File: src/rtl/fsbm_pkg.sv
// Package: fsbm_pkg
// Shared definitions for the full-search block-matching datapath (PE array,
// SAD minimum tracker, motion-vector writer).
//  - default SAD / x / y field widths
//  - width and bit offsets of the {sad, x, y} result word
//  - tracker state encoding
package fsbm_pkg;

    localparam int N_CAND_DEF = 16;
    localparam int SAD_W_DEF  = 12;
    localparam int X_W_DEF    = 4;
    localparam int Y_W_DEF    = 4;

    localparam int RES_W = SAD_W_DEF + X_W_DEF + Y_W_DEF;

    // Result word layout, LSB first: y, then x, then sad.
    localparam int RES_Y_LSB   = 0;
    localparam int RES_X_LSB   = Y_W_DEF;
    localparam int RES_SAD_LSB = X_W_DEF + Y_W_DEF;

    typedef enum logic {
        TRK_IDLE = 1'b0,
        TRK_ACC  = 1'b1
    } trk_state_t;

endpackage

File: src/rtl/sad_min_stage.sv
// Module: sad_min_stage
// One registered level of the SAD minimum tree. Reduces 2*PAIRS {sad, x}
// entries to PAIRS winners; entry 2j competes with entry 2j+1.
// Ports:
//  clk, rst_n            clock, async active-low reset
//  clear                 sync flush of the valid flag
//  beat_valid/first/last sideband of the incoming beat
//  beat_y                row index of the incoming beat
//  pair_sad, pair_x      2*PAIRS packed SADs and x indices
//  win_*                 registered winners plus delayed sideband
module sad_min_stage
    import fsbm_pkg::*;
#(
    parameter int PAIRS = 8,
    parameter int SAD_W = SAD_W_DEF,
    parameter int X_W   = X_W_DEF,
    parameter int Y_W   = Y_W_DEF
) (
    input  logic                     clk,
    input  logic                     rst_n,
    input  logic                     clear,
    input  logic                     beat_valid,
    input  logic                     beat_first,
    input  logic                     beat_last,
    input  logic [Y_W-1:0]           beat_y,
    input  logic [2*PAIRS*SAD_W-1:0] pair_sad,
    input  logic [2*PAIRS*X_W-1:0]   pair_x,
    output logic                     win_valid,
    output logic                     win_first,
    output logic                     win_last,
    output logic [Y_W-1:0]           win_y,
    output logic [PAIRS*SAD_W-1:0]   win_sad,
    output logic [PAIRS*X_W-1:0]     win_x
);

    always_ff @(posedge clk or negedge rst_n) begin
        if (!rst_n) begin
            win_valid <= 1'b0;
            win_first <= 1'b0;
            win_last  <= 1'b0;
            win_y     <= '0;
            win_sad   <= '0;
            win_x     <= '0;
        end else begin
            win_valid <= beat_valid && !clear;
            win_first <= beat_first;
            win_last  <= beat_last;
            win_y     <= beat_y;
            for (int j = 0; j < PAIRS; j++) begin
                // Entry 2j always covers lower x than entry 2j+1, so "<="
                // resolves equal SADs toward the lower x.
                if (pair_sad[2*j*SAD_W +: SAD_W] <= pair_sad[(2*j+1)*SAD_W +: SAD_W]) begin
                    win_sad[j*SAD_W +: SAD_W] <= pair_sad[2*j*SAD_W +: SAD_W];
                    win_x[j*X_W +: X_W]       <= pair_x[2*j*X_W +: X_W];
                end else begin
                    win_sad[j*SAD_W +: SAD_W] <= pair_sad[(2*j+1)*SAD_W +: SAD_W];
                    win_x[j*X_W +: X_W]       <= pair_x[(2*j+1)*X_W +: X_W];
                end
            end
        end
    end

endmodule

File: src/rtl/sad_min_tracker.sv
// Module: sad_min_tracker
// Finds the minimum SAD over N_CAND candidates per row beat through a
// registered compare tree, then tracks the running minimum across the rows
// of a search window and emits one {sad, x, y} best match per window.
// Ports:
//  clk, rst_n        clock, async active-low reset
//  clear             sync flush of pipeline, window and result
//  in_valid          row beat valid (always accepted)
//  in_first/in_last  beat opens / closes a window
//  in_y              row index of the beat
//  sad_in            candidate i at [i*SAD_W +: SAD_W]
//  thresh            early-accept threshold, sampled when a result loads
//  out_valid/ready   result handshake: consumed when both are high
//  out_data          {sad, x, y}
//  out_hit           result sad < thresh
//  err_ovf           sticky: an unconsumed result was overwritten
module sad_min_tracker
    import fsbm_pkg::*;
#(
    parameter int N_CAND = N_CAND_DEF,
    parameter int SAD_W  = SAD_W_DEF,
    parameter int X_W    = X_W_DEF,
    parameter int Y_W    = Y_W_DEF
) (
    input  logic                       clk,
    input  logic                       rst_n,
    input  logic                       clear,
    input  logic                       in_valid,
    input  logic                       in_first,
    input  logic                       in_last,
    input  logic [Y_W-1:0]             in_y,
    input  logic [N_CAND*SAD_W-1:0]    sad_in,
    input  logic [SAD_W-1:0]           thresh,
    output logic                       out_valid,
    input  logic                       out_ready,
    output logic [SAD_W+X_W+Y_W-1:0]   out_data,
    output logic                       out_hit,
    output logic                       err_ovf
);

    localparam int LEVELS = $clog2(N_CAND);

    // Candidate x index travels with its SAD through the tree.
    logic [N_CAND*X_W-1:0] x_init;
    for (genvar i = 0; i < N_CAND; i++) begin : g_xinit
        assign x_init[i*X_W +: X_W] = X_W'(i);
    end

    for (genvar l = 0; l < LEVELS; l++) begin : g_lvl
        localparam int PAIRS = N_CAND >> (l + 1);
        logic [2*PAIRS*SAD_W-1:0] pair_sad;
        logic [2*PAIRS*X_W-1:0]   pair_x;
        logic                     beat_valid, beat_first, beat_last;
        logic [Y_W-1:0]           beat_y;
        logic [PAIRS*SAD_W-1:0]   win_sad;
        logic [PAIRS*X_W-1:0]     win_x;
        logic                     win_valid, win_first, win_last;
        logic [Y_W-1:0]           win_y;

        if (l == 0) begin : g_head
            assign pair_sad   = sad_in;
            assign pair_x     = x_init;
            assign beat_valid = in_valid;
            assign beat_first = in_first;
            assign beat_last  = in_last;
            assign beat_y     = in_y;
        end else begin : g_body
            assign pair_sad   = g_lvl[l-1].win_sad;
            assign pair_x     = g_lvl[l-1].win_x;
            assign beat_valid = g_lvl[l-1].win_valid;
            assign beat_first = g_lvl[l-1].win_first;
            assign beat_last  = g_lvl[l-1].win_last;
            assign beat_y     = g_lvl[l-1].win_y;
        end

        sad_min_stage #(
            .PAIRS (PAIRS),
            .SAD_W (SAD_W),
            .X_W   (X_W),
            .Y_W   (Y_W)
        ) u_stage (
            .clk        (clk),
            .rst_n      (rst_n),
            .clear      (clear),
            .beat_valid (beat_valid),
            .beat_first (beat_first),
            .beat_last  (beat_last),
            .beat_y     (beat_y),
            .pair_sad   (pair_sad),
            .pair_x     (pair_x),
            .win_valid  (win_valid),
            .win_first  (win_first),
            .win_last   (win_last),
            .win_y      (win_y),
            .win_sad    (win_sad),
            .win_x      (win_x)
        );
    end

    // Row winner at the tree output.
    logic [SAD_W-1:0] t_sad;
    logic [X_W-1:0]   t_x;
    logic [Y_W-1:0]   t_y;
    logic             t_valid, t_first, t_last;

    assign t_sad   = g_lvl[LEVELS-1].win_sad;
    assign t_x     = g_lvl[LEVELS-1].win_x;
    assign t_y     = g_lvl[LEVELS-1].win_y;
    assign t_valid = g_lvl[LEVELS-1].win_valid;
    assign t_first = g_lvl[LEVELS-1].win_first;
    assign t_last  = g_lvl[LEVELS-1].win_last;

    trk_state_t       state;
    logic [SAD_W-1:0] run_sad, res_sad;
    logic [X_W-1:0]   run_x, res_x;
    logic [Y_W-1:0]   run_y, res_y;

    logic             take, load, keep_run;
    logic [SAD_W-1:0] cand_sad;
    logic [X_W-1:0]   cand_x;
    logic [Y_W-1:0]   cand_y;

    // A beat opening a window always reloads; inside a window the running
    // min survives unless the new row is strictly smaller (earlier row wins
    // ties). Beats outside a window that do not open one are dropped.
    always_comb begin
        take     = t_valid && (t_first || state == TRK_ACC);
        load     = take && t_last;
        keep_run = (state == TRK_ACC) && !t_first && !(t_sad < run_sad);
        cand_sad = keep_run ? run_sad : t_sad;
        cand_x   = keep_run ? run_x   : t_x;
        cand_y   = keep_run ? run_y   : t_y;
    end

    always_ff @(posedge clk or negedge rst_n) begin
        if (!rst_n) begin
            state     <= TRK_IDLE;
            run_sad   <= '0;
            run_x     <= '0;
            run_y     <= '0;
            res_sad   <= '0;
            res_x     <= '0;
            res_y     <= '0;
            out_valid <= 1'b0;
            out_hit   <= 1'b0;
            err_ovf   <= 1'b0;
        end else if (clear) begin
            state     <= TRK_IDLE;
            out_valid <= 1'b0;
            err_ovf   <= 1'b0;
        end else begin
            if (take) begin
                if (t_last) begin
                    state <= TRK_IDLE;
                end else begin
                    state   <= TRK_ACC;
                    run_sad <= cand_sad;
                    run_x   <= cand_x;
                    run_y   <= cand_y;
                end
            end
            // A load beats a same-cycle handshake; overwriting an unconsumed
            // result is the only way to lose one.
            if (load) begin
                res_sad   <= cand_sad;
                res_x     <= cand_x;
                res_y     <= cand_y;
                out_hit   <= cand_sad < thresh;
                out_valid <= 1'b1;
                if (out_valid && !out_ready) begin
                    err_ovf <= 1'b1;
                end
            end else if (out_valid && out_ready) begin
                out_valid <= 1'b0;
            end
        end
    end

    assign out_data = {res_sad, res_x, res_y};

endmodule

File: config.mk
export PLATFORM = sky130hd
export DESIGN_NAME = sad_min_tracker
export DESIGN_NICKNAME = d
export VERILOG_FILES = /design/src/rtl/fsbm_pkg.sv /design/src/rtl/sad_min_stage.sv /design/src/rtl/sad_min_tracker.sv
export SDC_FILE = /design/constraint.sdc
export NUM_CORES = 1
export LEC_CHECK = 0
export BUFFER_PORTS_ARGS = -buffer_cell sky130_fd_sc_hd__buf_2
export CORE_UTILIZATION = 47
export DETAILED_ROUTE_END_ITERATION = 7
export PLACE_DENSITY = 0.7
export SYNTH_ARGS = -nofsm -noshare
export SYNTH_HDL_FRONTEND = slang
export SYNTH_HIERARCHICAL = 1
export SYNTH_SLANG_ARGS = --single-unit
File: constraint.sdc
create_clock -name clk -period 2.73 [get_ports clk]
set_clock_uncertainty 0.05 [all_clocks]
set_input_delay 0.273 -clock clk [delete_from_list [all_inputs] [get_ports clk]]
set_output_delay 0.273 -clock clk [all_outputs]
set_load 0.01 [all_outputs]
Yosys cells after proc, flatten, opt, wreduce, memory -nomap -nowiden
Index checks and enable logic that the tools add are counted.
Cells by class
  add/subtract/negate cells: 0
  multiplexer cells: 42
  equal/unequal tests: 0
  shift-type cells: 0
  div/mod/pow operators: 0
  reductions and logical operators: 22
  magnitude comparators: 17
  bitwise gates (word level): 2
  $mul: 0
Operators with widths (number)
  two-way mux 12 bit: 16
  <= comparator 12 bit: 15
  two-way mux 4 bit: 9
  < comparator 12 bit: 2
  two-way mux 1 bit: 17
  logical AND 1 bit: 10
  nonzero test 2 bit: 3
  zero test 1 bit: 4
  AND reduction 2 bit: 2
  AND reduction 3 bit: 1
  nonzero test 3 bit: 1
  inverter 1 bit: 2
  logical OR 1 bit: 1
Word-level totals
  output and inout bits: 23
  memory bits (read-only): 0
  bits in writable memories: 0
  bits in latches: 0
  input port bits: 215
  bits in registers: 310
  memories: 0

Depth between registers and ports, before layout
  word-level depth: 5
  mapped depth: 15

By module
The synthesis kept the hierarchy.
Modules (own cells, without submodules)
  sad_min_stage at g_lvl[0].u_stage: cells an instance 608, seq. area each 3378.2 µm², area each 7408.4 µm², times used 1
  sad_min_stage at g_lvl[1].u_stage: cells an instance 308, seq. area each 1776.7 µm², area each 3794.9 µm², times used 1
  sad_min_tracker: cells an instance 241, seq. area each 1101.1 µm², area each 2487.4 µm², times used 1
  sad_min_stage at g_lvl[2].u_stage: cells an instance 158, seq. area each 975.9 µm², area each 1988.2 µm², times used 1
  sad_min_stage at g_lvl[3].u_stage: cells an instance 83, seq. area each 575.6 µm², area each 1131.1 µm², times used 1

Least setup slack after synthesis
OpenSTA, ideal clock, no wires.
  path type: flip-flop to flip-flop
  from: register g_lvl[3].u_stage.win_sad[9]
  to: register out_hit
  data arrival time: 2.691 ns
  path slack: -0.093 ns
  period minus slack after synthesis: 2.823 ns
  stages on the path, launching flop included: 14
  library setup time: 0.082 ns
  cells stage by stage: dfrtp_1 -> ha_1 -> nand4b_1 -> nor2_1 -> or4b_4 -> and2_4 -> buf_4 -> o21ai_2 -> ha_1 -> and4_1 -> a21oi_1 -> a21o_1 -> a32oi_1 -> a31oi_1
On the way
  longest elaborated chain between the ends: 5
RTL lines
  from (decl): line sad_min_stage.sv:32  | output logic [PAIRS*SAD_W-1:0] win_sad,
  from (signal, indexed assignment): line sad_min_stage.sv:53  | win_sad[j*SAD_W +: SAD_W] <= pair_sad[2*j*SAD_W +: SAD_W];
  from (signal, indexed assignment): line sad_min_stage.sv:56  | win_sad[j*SAD_W +: SAD_W] <= pair_sad[(2*j+1)*SAD_W +: SAD_W];
  < comparator 12 bit: line sad_min_tracker.sv:129  | keep_run = (state == TRK_ACC) && !t_first && !(t_sad < run_sad);
  zero test 1 bit: line sad_min_tracker.sv:129
  logical AND 1 bit: line sad_min_tracker.sv:129
  two-way mux 12 bit: line sad_min_tracker.sv:130  | cand_sad = keep_run ? run_sad : t_sad;
  named net cand_sad[7]: line sad_min_tracker.sv:119  | logic [SAD_W-1:0] cand_sad;
  < comparator 12 bit: line sad_min_tracker.sv:168  | out_hit <= cand_sad < thresh;
  to (signal assigned): line sad_min_tracker.sv:168
  to (decl): line sad_min_tracker.sv:37  | output logic out_hit,
The timed path passes the listed nets, and every way through them passes these cells.
A chain may end at the register's enable or synchronous reset.

Worst setup path after layout
Same ends and word-level chain as after synthesis.

==> impl_results.md <==
- Final min period: 2.933 ns
- CTS Root Cell: clkbuf_16
- Residual DRC: 0
- Post-DRT Antenna Nets: 0
- Reg clk slew, reported paths: 0.06 ns
- First-pass GRT wire length: 62.79 mm
- Via/cell ratio: 5.032
- All-Layer GR Usage: 21.49%
- PortBufs: 237
- Max-capacitance violation count: 0
- DRT Pass-1 Iters: 6
- Dpl hpwl: roughly 26 mm
- Layout area overhead: 34.90%
- FFs w/ async S/R, synth: between 90% and 100%
- GRT Max-Usage Layer: met2
- Fin area: 22680 sq um
- Failing checks: setup timing
- Hold Crit Class: in -> reg
- Global route overflow: 0
- Final period utilization: 107.4%
- Sinks on Clock Net: approximately 310
- Starting density of the core: 48.19%
- Worst Setup Path Type: reg -> reg
- # setup viols final: 1
- Die Area: 36530 sq um
- Share of cells above drive strength 1: 31.30%
- WHS: 0.02129 ns
- Sequential cell area: 7807 sq um
- Worst-Margin Slew: 0.6534 ns
- Top Family by Delay on Critical Path: simple AND/OR/NAND/NOR gates
- Non-filler cells, final: around 2.5k
- Largest net degree at the start of global routing: 84
- Peak VDD IR: 417.2 uV
- Critical path data required time: 3.10 ns
- Endpoint type of the worst setup path: flop
- Final Worst Setup Slack: -0.2033 ns
- ANT cells: 0
- Leakage power: 11.11 nW
- Post-Synthesis Cells: 1398
- CP Buf/Inv Count: 0
- Critical Path Start: g_lvl[3].u_stage/win_sad[9]
- Global placement routability congestion: 0.8231
- FF-to-FF Start: g_lvl[3].u_stage/win_sad[9]
- EDFF count, synth: 0
- CP max-delay cell: or4b_4
- WP data arrival: 3.31 ns
- CP Launch Type: flop
- Mapped Area: 16810 sq um
- Power Density: 713.5 nW/um^2
- Final Power: 16.18 mW
- Initial antenna violation count: 1
- Clock buffer depth: 3
- Mean Syn Cell Area: 12.02 sq um
- Number of global-route vias before repair: 13.12k
- Chip height: about 190 um
- M1 GR Usage: about 27%
- Final nets: 2410
- CTS tree: built
- Max stage delay on crit path: 0.51 ns
- Max_slew headroom: 56.44%
- Placed cell count: 2183
- Final count of pins violating max slew: 0
- Outcome: finished, violations left
- I/O pin count: between 200 and 250
- Ys flop type: dfrtp_1
- WL final: 38.55 mm
- Synth Warn #: 6
- Row cnt: 68
- Met2 Track Usage GR: a little under two fifths
- Die width: 191.1 um
- Core Region: 34880 sq um
- Drt first-iter violations: 503
- Worst-path cell chain: ha_4, nand4b_1, nor2_2, or4b_4, and2_4, o21ai_4, ha_4, and4_4, a21oi_1, a21o_1, a32oi_1, a31oi_1
- Multi-input gate area: 8464 sq um
- Synth cell types: 40
- Drt wl/cell: between 15 and 20 um
- # fillers: 2593
- FF+latch count, synth: approximately 310
- Htree depth: 2
- Unrepaired setup endpoints after global routing: true
- Met3 Use GR: 2.680%
- Worst skew pair latency: 0.51 ns
- Hold path start: sad_in[107]
- Area after DPL: roughly 19000 sq um
- Critical path peak fanout: 6
- Via count: 12.43k
- Most common cell on crit path: ha_4
- CTS Buf Count: 35
- Fmax: ~0.34 GHz
- Sequential fraction of the synthesis area: 46.45%
- Final Hold Vio Count: 0
==> cells by family (layout without fill, tap and decap cells) <==
group                      after synthesis  after routing  synth area share, %
other                                    2             64              0.04468
muxes                                  271            271                18.38
DFF                                    312            312                46.45
AOI/OAI and AO/OA                      191            192                8.143
adders and majority gates              202            202                15.04
and+or+nand+nor                        190            191                6.014
buffers and inverters                  230            784                5.940
==> report_power, final <==
group | internal, mW | switching, mW | leakage, nW
clock network | 2.87 | 1.78 | 0.565
logic | 2.92 | 2.46 | 6.84
registers | 5.58 | 0.580 | 3.71
total | 11.4 | 4.82 | 11.1
==> timing repair <==
| item | in CTS | in global routing |
|---|---|---|
| resized for setup | 5 | 34 |
| pin swaps | 5 | 28 |
| cloned | 1 | 1 |
| setup buffers | 0 | 30 |
| setup endpoints to repair | 1 | 76 |
| hold buffers | 196 | 1 |
| hold endpoints to repair | 181 | 1 |
==> state kept, by name, summed over array words and instances (netlist names) <==
| signal | cells |
|---|---|
| err_ovf | 1 |
| g_lvl.u_stage/win_first | 4 |
| g_lvl.u_stage/win_last | 4 |
| g_lvl.u_stage/win_sad | 180 |
| g_lvl.u_stage/win_valid | 4 |
| g_lvl.u_stage/win_x | 60 |
| g_lvl.u_stage/win_y | 16 |
| out_hit | 1 |
| out_valid | 1 |
| res_sad | 12 |
| res_x | 4 |
| res_y | 4 |
| run_sad | 12 |
| run_x | 4 |
| run_y | 4 |
| state | 1 |
==> per-layer routing <==
metal,vias to the layer above,share of wire (%)
li1,6040,-
met1,6004,44
met2,297,50
met3,90,3.2
met4,2,2.7
met5,-,0.034
==> worst reg2reg max path, stage by stage, from the launching register on <==
cell	delay, ns
dfrtp_1	0.41
ha_4	0.28
nand4b_1	0.11
nor2_2	0.13
or4b_4	0.51
and2_4	0.24
o21ai_4	0.18
ha_4	0.22
and4_4	0.18
a21oi_1	0.15
a21o_1	0.15
a32oi_1	0.09
a31oi_1	0.15
==> cell usage after synthesis, drive strengths merged (2+ instances only) <==
master     n  share of area [%]
or3        2              0.074
a21oi    102                3.0
ha       202                 15
mux2     271                 18
o21ai     33                1.2
conb       2              0.045
o211ai    16               0.71
a211o     15               0.78
inv      206                4.6
a2111oi    2               0.10
clkbuf     4              0.089
buf       20                1.3
a32oi      2               0.10
nand4     47                1.7
nor3      15               0.45
o21a       2              0.089
nand2b    14               0.52
a31oi     16                1.9
dfrtp    312                 46
nor2b     24               0.89
nor2      17               0.38
nand3     23               0.68
nand2     42               0.94
==> through the flow <==
step                worst slack, ns  utilization [%]  setup TNS [ns]
global placement            -0.1725            54.60         -0.1725
global route                -0.3761            65.01         -0.5628
finish                      -0.2033            65.01         -0.2033
CTS                         -0.1641            63.61         -0.1641
floorplan                  -0.05489                -        -0.05489
detailed placement          -0.2097            54.60         -0.2097
==> cell usage in the layout, fill, tap and decap left out, types with 16 or more instances in the layout <==
cell type      Yosys  routed
a21oi_1          102     100
buf_2              2     236
buf_4              3      73
clkbuf_16          0      37
conb_1             2      64
dfrtp_1          312     312
dlygate4sd3_1      0     196
ha_1             202     195
inv_1            206     204
mux2_1            70      69
mux2_2           191     191
nand2_1           42      41
nand3_1           23      16
nand4_1           47      47
nor2_1            17      16
nor2b_1           24      23
o211ai_1          16      16
o21ai_0           19      18
==> layout make-up <==
class / count / share of cell area (%)
clock inverters: 11 / 0.6180
flip-flops and latches: 312 / 34.43
inverters: 206 / 3.410
well taps: 455 / 2.510
repair buffers: 518 / 17.25
multi-input cells: 920 / 37.33
clock buffers: 49 / 4.458
==> worst paths after layout <==
kind	slack, ns	to	depth (start not counted)
min in group asynchronous	0.29	g_lvl[0].u_stage/win_sad[72]	2
setup reg to reg	-0.20	out_hit	12
hold / removal	0.02	g_lvl[0].u_stage/win_sad[59]	2
hold reg to reg	0.29	g_lvl[3].u_stage/win_y[1]	0
max in group asynchronous	1.49	run_x[0]	3
setup / recovery	-0.20	out_hit	12
Note: power is estimated with default switching activity, not from simulation.
